`src/rtl/pts_tx_arbiter.sv`:
```
// Round-robin two-channel transmit scheduler that owns the load/shift controls
// of a shared parallel-to-serial shift register and paces one shift per bit period.
module pts_tx_arbiter #(
    parameter int NUM_BITS     = 8,
    parameter int CLKS_PER_BIT = 4
) (
    input  logic                clk,
    input  logic                rst,
    input  logic [1:0]          req_valid,
    input  logic [NUM_BITS-1:0] req_data0,
    input  logic [NUM_BITS-1:0] req_data1,
    output logic [1:0]          req_ready,
    output logic                load_enable,
    output logic                shift_enable,
    output logic [NUM_BITS-1:0] parallel_out,
    output logic                tx_active,
    output logic                tx_done,
    output logic                grant_id
);

    localparam int CW = (CLKS_PER_BIT > 1) ? $clog2(CLKS_PER_BIT) : 1;
    localparam int BW = $clog2(NUM_BITS);
    localparam logic [CW-1:0] CLK_LAST = CW'(CLKS_PER_BIT - 1);
    localparam logic [BW-1:0] BIT_LAST = BW'(NUM_BITS - 1);

    typedef enum logic {
        IDLE = 1'b0,
        SEND = 1'b1
    } state_t;

    state_t        state, state_d;
    logic          prio, prio_d;
    logic          grant_q, grant_d;
    logic [CW-1:0] clk_cnt, clk_cnt_d;
    logic [BW-1:0] bit_cnt, bit_cnt_d;
    logic          sel;
    logic          bit_tick;
    logic          last_bit;

    assign bit_tick = (clk_cnt == CLK_LAST);
    assign last_bit = (bit_cnt == BIT_LAST);

    always_ff @(posedge clk) begin
        if (rst) begin
            state   <= IDLE;
            prio    <= 1'b0;
            grant_q <= 1'b0;
            clk_cnt <= '0;
            bit_cnt <= '0;
        end else begin
            state   <= state_d;
            prio    <= prio_d;
            grant_q <= grant_d;
            clk_cnt <= clk_cnt_d;
            bit_cnt <= bit_cnt_d;
        end
    end

    always_comb begin
        state_d      = state;
        prio_d       = prio;
        grant_d      = grant_q;
        clk_cnt_d    = clk_cnt;
        bit_cnt_d    = bit_cnt;
        sel          = 1'b0;
        req_ready    = 2'b00;
        load_enable  = 1'b0;
        shift_enable = 1'b0;
        parallel_out = '1;
        tx_active    = 1'b0;
        tx_done      = 1'b0;
        grant_id     = grant_q;

        // Reset loads all ones so the serializer flushes to the idle-high level.
        if (rst) begin
            load_enable = 1'b1;
            grant_id    = 1'b0;
        end else begin
            unique case (state)
                IDLE: begin
                    if (|req_valid) begin
                        sel          = (&req_valid) ? prio : req_valid[1];
                        req_ready    = sel ? 2'b10 : 2'b01;
                        load_enable  = 1'b1;
                        parallel_out = sel ? req_data1 : req_data0;
                        grant_id     = sel;
                        grant_d      = sel;
                        prio_d       = ~sel;
                        clk_cnt_d    = '0;
                        bit_cnt_d    = '0;
                        state_d      = SEND;
                    end
                end
                SEND: begin
                    tx_active = 1'b1;
                    clk_cnt_d = clk_cnt + 1'b1;
                    if (bit_tick) begin
                        shift_enable = 1'b1;
                        clk_cnt_d    = '0;
                        bit_cnt_d    = bit_cnt + 1'b1;
                        // The final shift pulls the fill ones in, leaving the line high.
                        if (last_bit) begin
                            tx_done   = 1'b1;
                            bit_cnt_d = '0;
                            state_d   = IDLE;
                        end
                    end
                end
                default: state_d = IDLE;
            endcase
        end
    end

endmodule

```
`config.mk`:
```
export PLATFORM = sky130hd
export DESIGN_NAME = pts_tx_arbiter
export DESIGN_NICKNAME = d
export VERILOG_FILES = /design/src/rtl/pts_tx_arbiter.sv
export SDC_FILE = /design/constraint.sdc
export NUM_CORES = 1
export LEC_CHECK = 0
export BUFFER_PORTS_ARGS = -buffer_cell sky130_fd_sc_hd__buf_2
export CAP_MARGIN = 20
export CORE_AREA = 2 2 39 41
export DETAILED_ROUTE_END_ITERATION = 12
export DIE_AREA = 0 0 41 43
export MAX_ROUTING_LAYER = met4
export PLACE_DENSITY = 0.7
export REMOVE_ABC_BUFFERS = 1
export SYNTH_ARGS = -nofsm -noshare
export SYNTH_HDL_FRONTEND = slang
export SYNTH_SLANG_ARGS = --single-unit
export TNS_END_PERCENT = 1
```
`constraint.sdc`:
```
create_clock -name clk -period 1.68 [get_ports clk]
set_clock_uncertainty 0.1 [all_clocks]
set_input_delay 0.336 -clock clk [delete_from_list [all_inputs] [get_ports clk]]
set_output_delay 0.336 -clock clk [all_outputs]
set_load 0.02 [all_outputs]
```
# Yosys cells after proc, flatten, opt, wreduce, memory -nomap -nowiden
# Index checks and enable logic that the tools add are counted.
[op_classes] add_sub_neg=2 mul=0 n_div=0 magnitude_cmp=0 n_eq_ne=4 n_shift=0 mux=34 n_bitwise=2 reduce_logical=4
[op_table] cell="8-bit two-way mux" count=4
[op_table] cell="1-bit two-way mux" count=18
[op_table] cell="2-bit two-way mux" count=6
[op_table] cell="3-bit two-way mux" count=3
[op_table] cell="3-bit case mux with 2 select lines" count=1
[op_table] cell="2-bit AND reduction" count=3
[op_table] cell="2-bit case mux with 2 select lines" count=1
[op_table] cell="3-bit by 1-bit adder with 3-bit output, second input constant" count=1
[op_table] cell="3-bit == test, second input constant" count=1
[op_table] cell="2-bit by 1-bit adder with 2-bit output, second input constant" count=1
[op_table] cell="2-bit == test, second input constant" count=1
[op_table] cell="2-bit by 1-bit != test with 1-bit output, second input constant" count=1
[op_table] cell="2-bit != test, second input constant" count=1
[op_table] cell="1-bit inverter" count=2
[op_table] cell="1-bit case mux with 2 select lines" count=1
[op_table] cell="2-bit OR reduction" count=1
[word_totals] ff_bits=8 latchBits=0 mem_bits_rw=0 rom_bits=0 inputBits=20 output_inout_bits=15 word_cells=51 mem_count=0

# Depth between registers and ports, before layout
[logic_depth] ltp_word=6 depth_mapped=4 depth_no_buf=4

# Worst setup path before layout
# OpenSTA, ideal clock, no wires.
[synth_path] kind="input port to output port" from="input port rst" to="output port grant_id" t_arrival_ns=1.338 required_ns=1.244 slack_ns=-0.094 path_stages=3 path_buffers=1 cell_sequence="buf_2 -> o21bai_1 -> o21ai_0"
[synth_via] elab_chain_cells=1
[synth_rtl] element="from (decl)" line="8" rtl="input logic rst,"
[synth_rtl] element="1-bit two-way mux"
[synth_rtl] element="to (decl)" line="18" rtl="output logic grant_id"
# No other way between the ends.

# Final worst setup path
[layout_path] from="register state" to="output port parallel_out[5]"
[layout_via] elab_chain_cells=2
[layout_rtl] element="from (decl)" line="31" rtl="state_t state, state_d;"
[layout_rtl] element="from (signal assigned)" line="51" rtl="state <= state_d;"
[layout_rtl] element="8-bit two-way mux" line="79" rtl="unique case (state)"
[layout_rtl] element="8-bit two-way mux" line="75" rtl="if (rst) begin"
[layout_rtl] element="to (decl)" line="15" rtl="output logic [NUM_BITS-1:0] parallel_out,"
# No other way between the ends.

==> impl_metrics.tcl <==
set metrics [dict create \
    outcome "complete, but fails checks" \
    violations "setup timing" \
    finalCritPeriodShare_pct 101.3 \
    reg2reg_slack_ns 0.37 \
    ir_worst_vdd_mv 0.3378 \
    critPathMaxFanout 5 \
    seq_area_frac_synth_pct 32.90 \
    power_density_mw_per_mm2 618.6 \
    netlist_area_um2 486.7 \
    postSynthCellCount 54 \
    min_from "rst" \
    ys_seq_elements 8 \
    areaGrowthSynthToFinish_pct 61.95 \
    hold_buffers 0 \
    utilization_pct 56.96 \
    cts_root_buf "clkbuf_4" \
    synth_cell_type_count 23 \
    required_ns 1.24 \
    via_per_inst 5.054 \
    antenna_found_initial 0 \
    p_leak_uw 0.0003586 \
    insertion_delay_ns 0.26 \
    die_w_um 41 \
    nets 120 \
    core_mm2 0.001384 \
    fin_crit_ns 1.702 \
    reg2reg_depth 4 \
    p_int_uw 342.2 \
    max_freq_mhz 587.7 \
    switching_share_pct 29.82 \
    hold_path_depth 3 \
    place.port_buffers 34 \
    postRouteAntennaNets 0 \
    grt_max_degree 11 \
    vias 561 \
    layout-drive-gt1-share_pct 60.00 \
    layout_common_cells "buf_2 (33), o22a_1 (8), o21ai_0 (5), dfxtp_2 (5), buf_4 (5)" \
    drcViolationCount 0 \
    rsz0062_at_grt "yes" \
    setup_viol 6 \
    critical_path.endpoint_type "output port" \
    clockBufferDepth 2 \
    synth_area_per_cell_um2 9.013 \
    startpoint_type "flop" \
    min_path_type "in2reg" \
    start_util_pct 35.17 \
    clock_sinks 8 \
    worstPathArrival_ns 1.27 \
    initialDrtViolationCount 2 \
    worst-setup-path-type "reg2out" \
    crit_path_top_delay_cell "dfxtp_2" \
    cpPeakStageDelay_ns 0.34 \
    place_congestion 0.6710 \
    grt_overflow 0 \
    r2r_end "bit_cnt[0]" \
    comb_power_share_pct 27.1 \
    slew-limit-headroom_pct 83.94 \
    maxCapViolations 0 \
    drv_slew 0 \
    timing.final.ws_setup_ns -0.02164 \
    worst_pin_slew_ns 0.2401 \
    yosysWarnings 0 \
    cts-buffers-inserted 3 \
    wl_per_cell_um 10.45 \
    place_ws_ns 0.03410 \
    clkPwrFrac_pct 30.6 \
    final_hold_viol_count 0 \
    path_clk_slew_ns 0.05 \
    tritoncts "done" \
    grt_pass1_wl_mm 1.835 \
    num_antenna_cells 0 \
    die_area_mm2 0.001763 \
    finalSetupTns_ns -0.08528 \
    place_hpwl_um 916.5 \
    htreeDepth 1 \
    drt-total-wl_mm 1.160 \
    firstDrtPassIters 3 \
    path_cells "nor2_4 > nand3_2 > o22a_1 > buf_2" \
    hold_end "bit_cnt[0]" \
    pwr-share-seq_pct 42.3 \
    layout_commonest_cell "buf_2" \
    switchingPower_uw 145.4 \
    rr_startpoint "bit_cnt[0]" \
    grt_usage_pct 15.26 \
    n_fill_cell 130 \
    grt_pass1_vias 495 \
    io_pins 35 \
    rows 14 \
    chipHeight_um 43 \
]
-- metrics by stage --
stage / cells / cell area, um2 / power, uW / hold WS, ns
2_1_floorplan: 52 / 470.5 / 268.9 / 0.3051
3_3_place_gp: 106 / 690.7 / 325.7 / 0.3691
3_5_place_dp: 106 / 690.7 / 327.6 / 0.3718
4_1_cts: 111 / 768.2 / 493.5 / 0.3574
5_1_grt: 111 / 788.3 / 515.4 / 0.3832
6_report: 111 / 788.3 / 487.6 / 0.3611
-- synth_stat cells --
master	count	area [um2]
o21bai_1	1	7.510
inv_1	4	15.01
nand3_2	2	20.02
o22a_1	8	70.07
and2_1	1	6.260
nor2b_1	2	12.51
a311oi_1	1	8.760
ha_1	3	37.54
nor2_1	4	15.01
nor3_4	1	16.27
buf_6	1	11.26
nand2_1	1	3.750
o21ai_0	5	25.02
or3_1	1	6.260
nand2b_1	1	6.260
mux2i_1	1	10.01
nor2_2	1	6.260
nand3_1	2	10.01
nand2_4	1	11.26
a22oi_1	1	7.510
buf_2	1	5.000
a21oi_1	3	15.01
dfxtp_1	8	160.2
-- state kept, by name, indices dropped and copies added, names as in the netlist --
name	cells
bit_cnt	3
clk_cnt	2
grant_q	1
prio	1
state	1
-- worst max-delay path, delay by kind of cell, from the launching register on --
family                 cells  cell delay (ns)
AO/OA/AOI/OAI              1             0.21
buffers and inverters      1             0.15
flip-flops                 1             0.34
AND/OR/NAND/NOR            2             0.31
-- area by class of cell --
cell class	count	area (um2)	area share, %
inverter	4	15.01	1.905
tap	16	20.02	2.540
sequential	8	166.4	21.11
multi-input combinational	41	350.3	44.44
timing repair buffer	39	214.0	27.14
clock buffer	3	22.52	2.857
-- worst max-delay path by stage --
| stage | from | end | slack, ns |
|---|---|---|---|
| finish | state | parallel_out[5] | -0.02 |
| global route | state | parallel_out[5] | -0.11 |
| CTS | prio | parallel_out[6] | -0.04 |
| detailed placement | rst | parallel_out[6] | 0.03 |
| global placement | rst | parallel_out[2] | 0.07 |
| floorplan | state | grant_id | -0.14 |
-- power by group through the flow --
stage | clock, uW | combinational (uW) | sequential [uW]
after floorplan | 0 | 59.5 | 209
after global placement | 0 | 119 | 207
after detailed placement | 0 | 121 | 207
after CTS | 157 | 131 | 206
after global routing | 164 | 144 | 208
final | 149 | 132 | 206
-- metal layers --
metal / vias to the layer above / wire, um / global-route usage [%]
li1: 283 / - / -
met1: 239 / 462 / 16.83
met2: 36 / 541 / 25.31
met3: 3 / 128 / 1.571
met4: 0 / 27 / 8.000
met5: - / 0 / -
-- cells by family (layout without fill, tap and decap cells) --
logic type	Yosys count	after routing	share of synthesized area, %
DFF	8	8	32.90
AOI/OAI and AO/OA	19	19	27.51
adders and majority gates	3	3	7.713
muxes	1	1	2.057
and+or+nand+nor	17	18	23.40
buffers and inverters	6	46	6.425
-- repair_timing --
item                                    4_1_cts  5_1_grt
cloned                                        1        0
gates resized for setup                       8        7
buffers inserted                              1        0
pin swaps                                     2        2
endpoints found under the setup margin       11       11
Note: power is estimated with default switching activity, not from simulation.
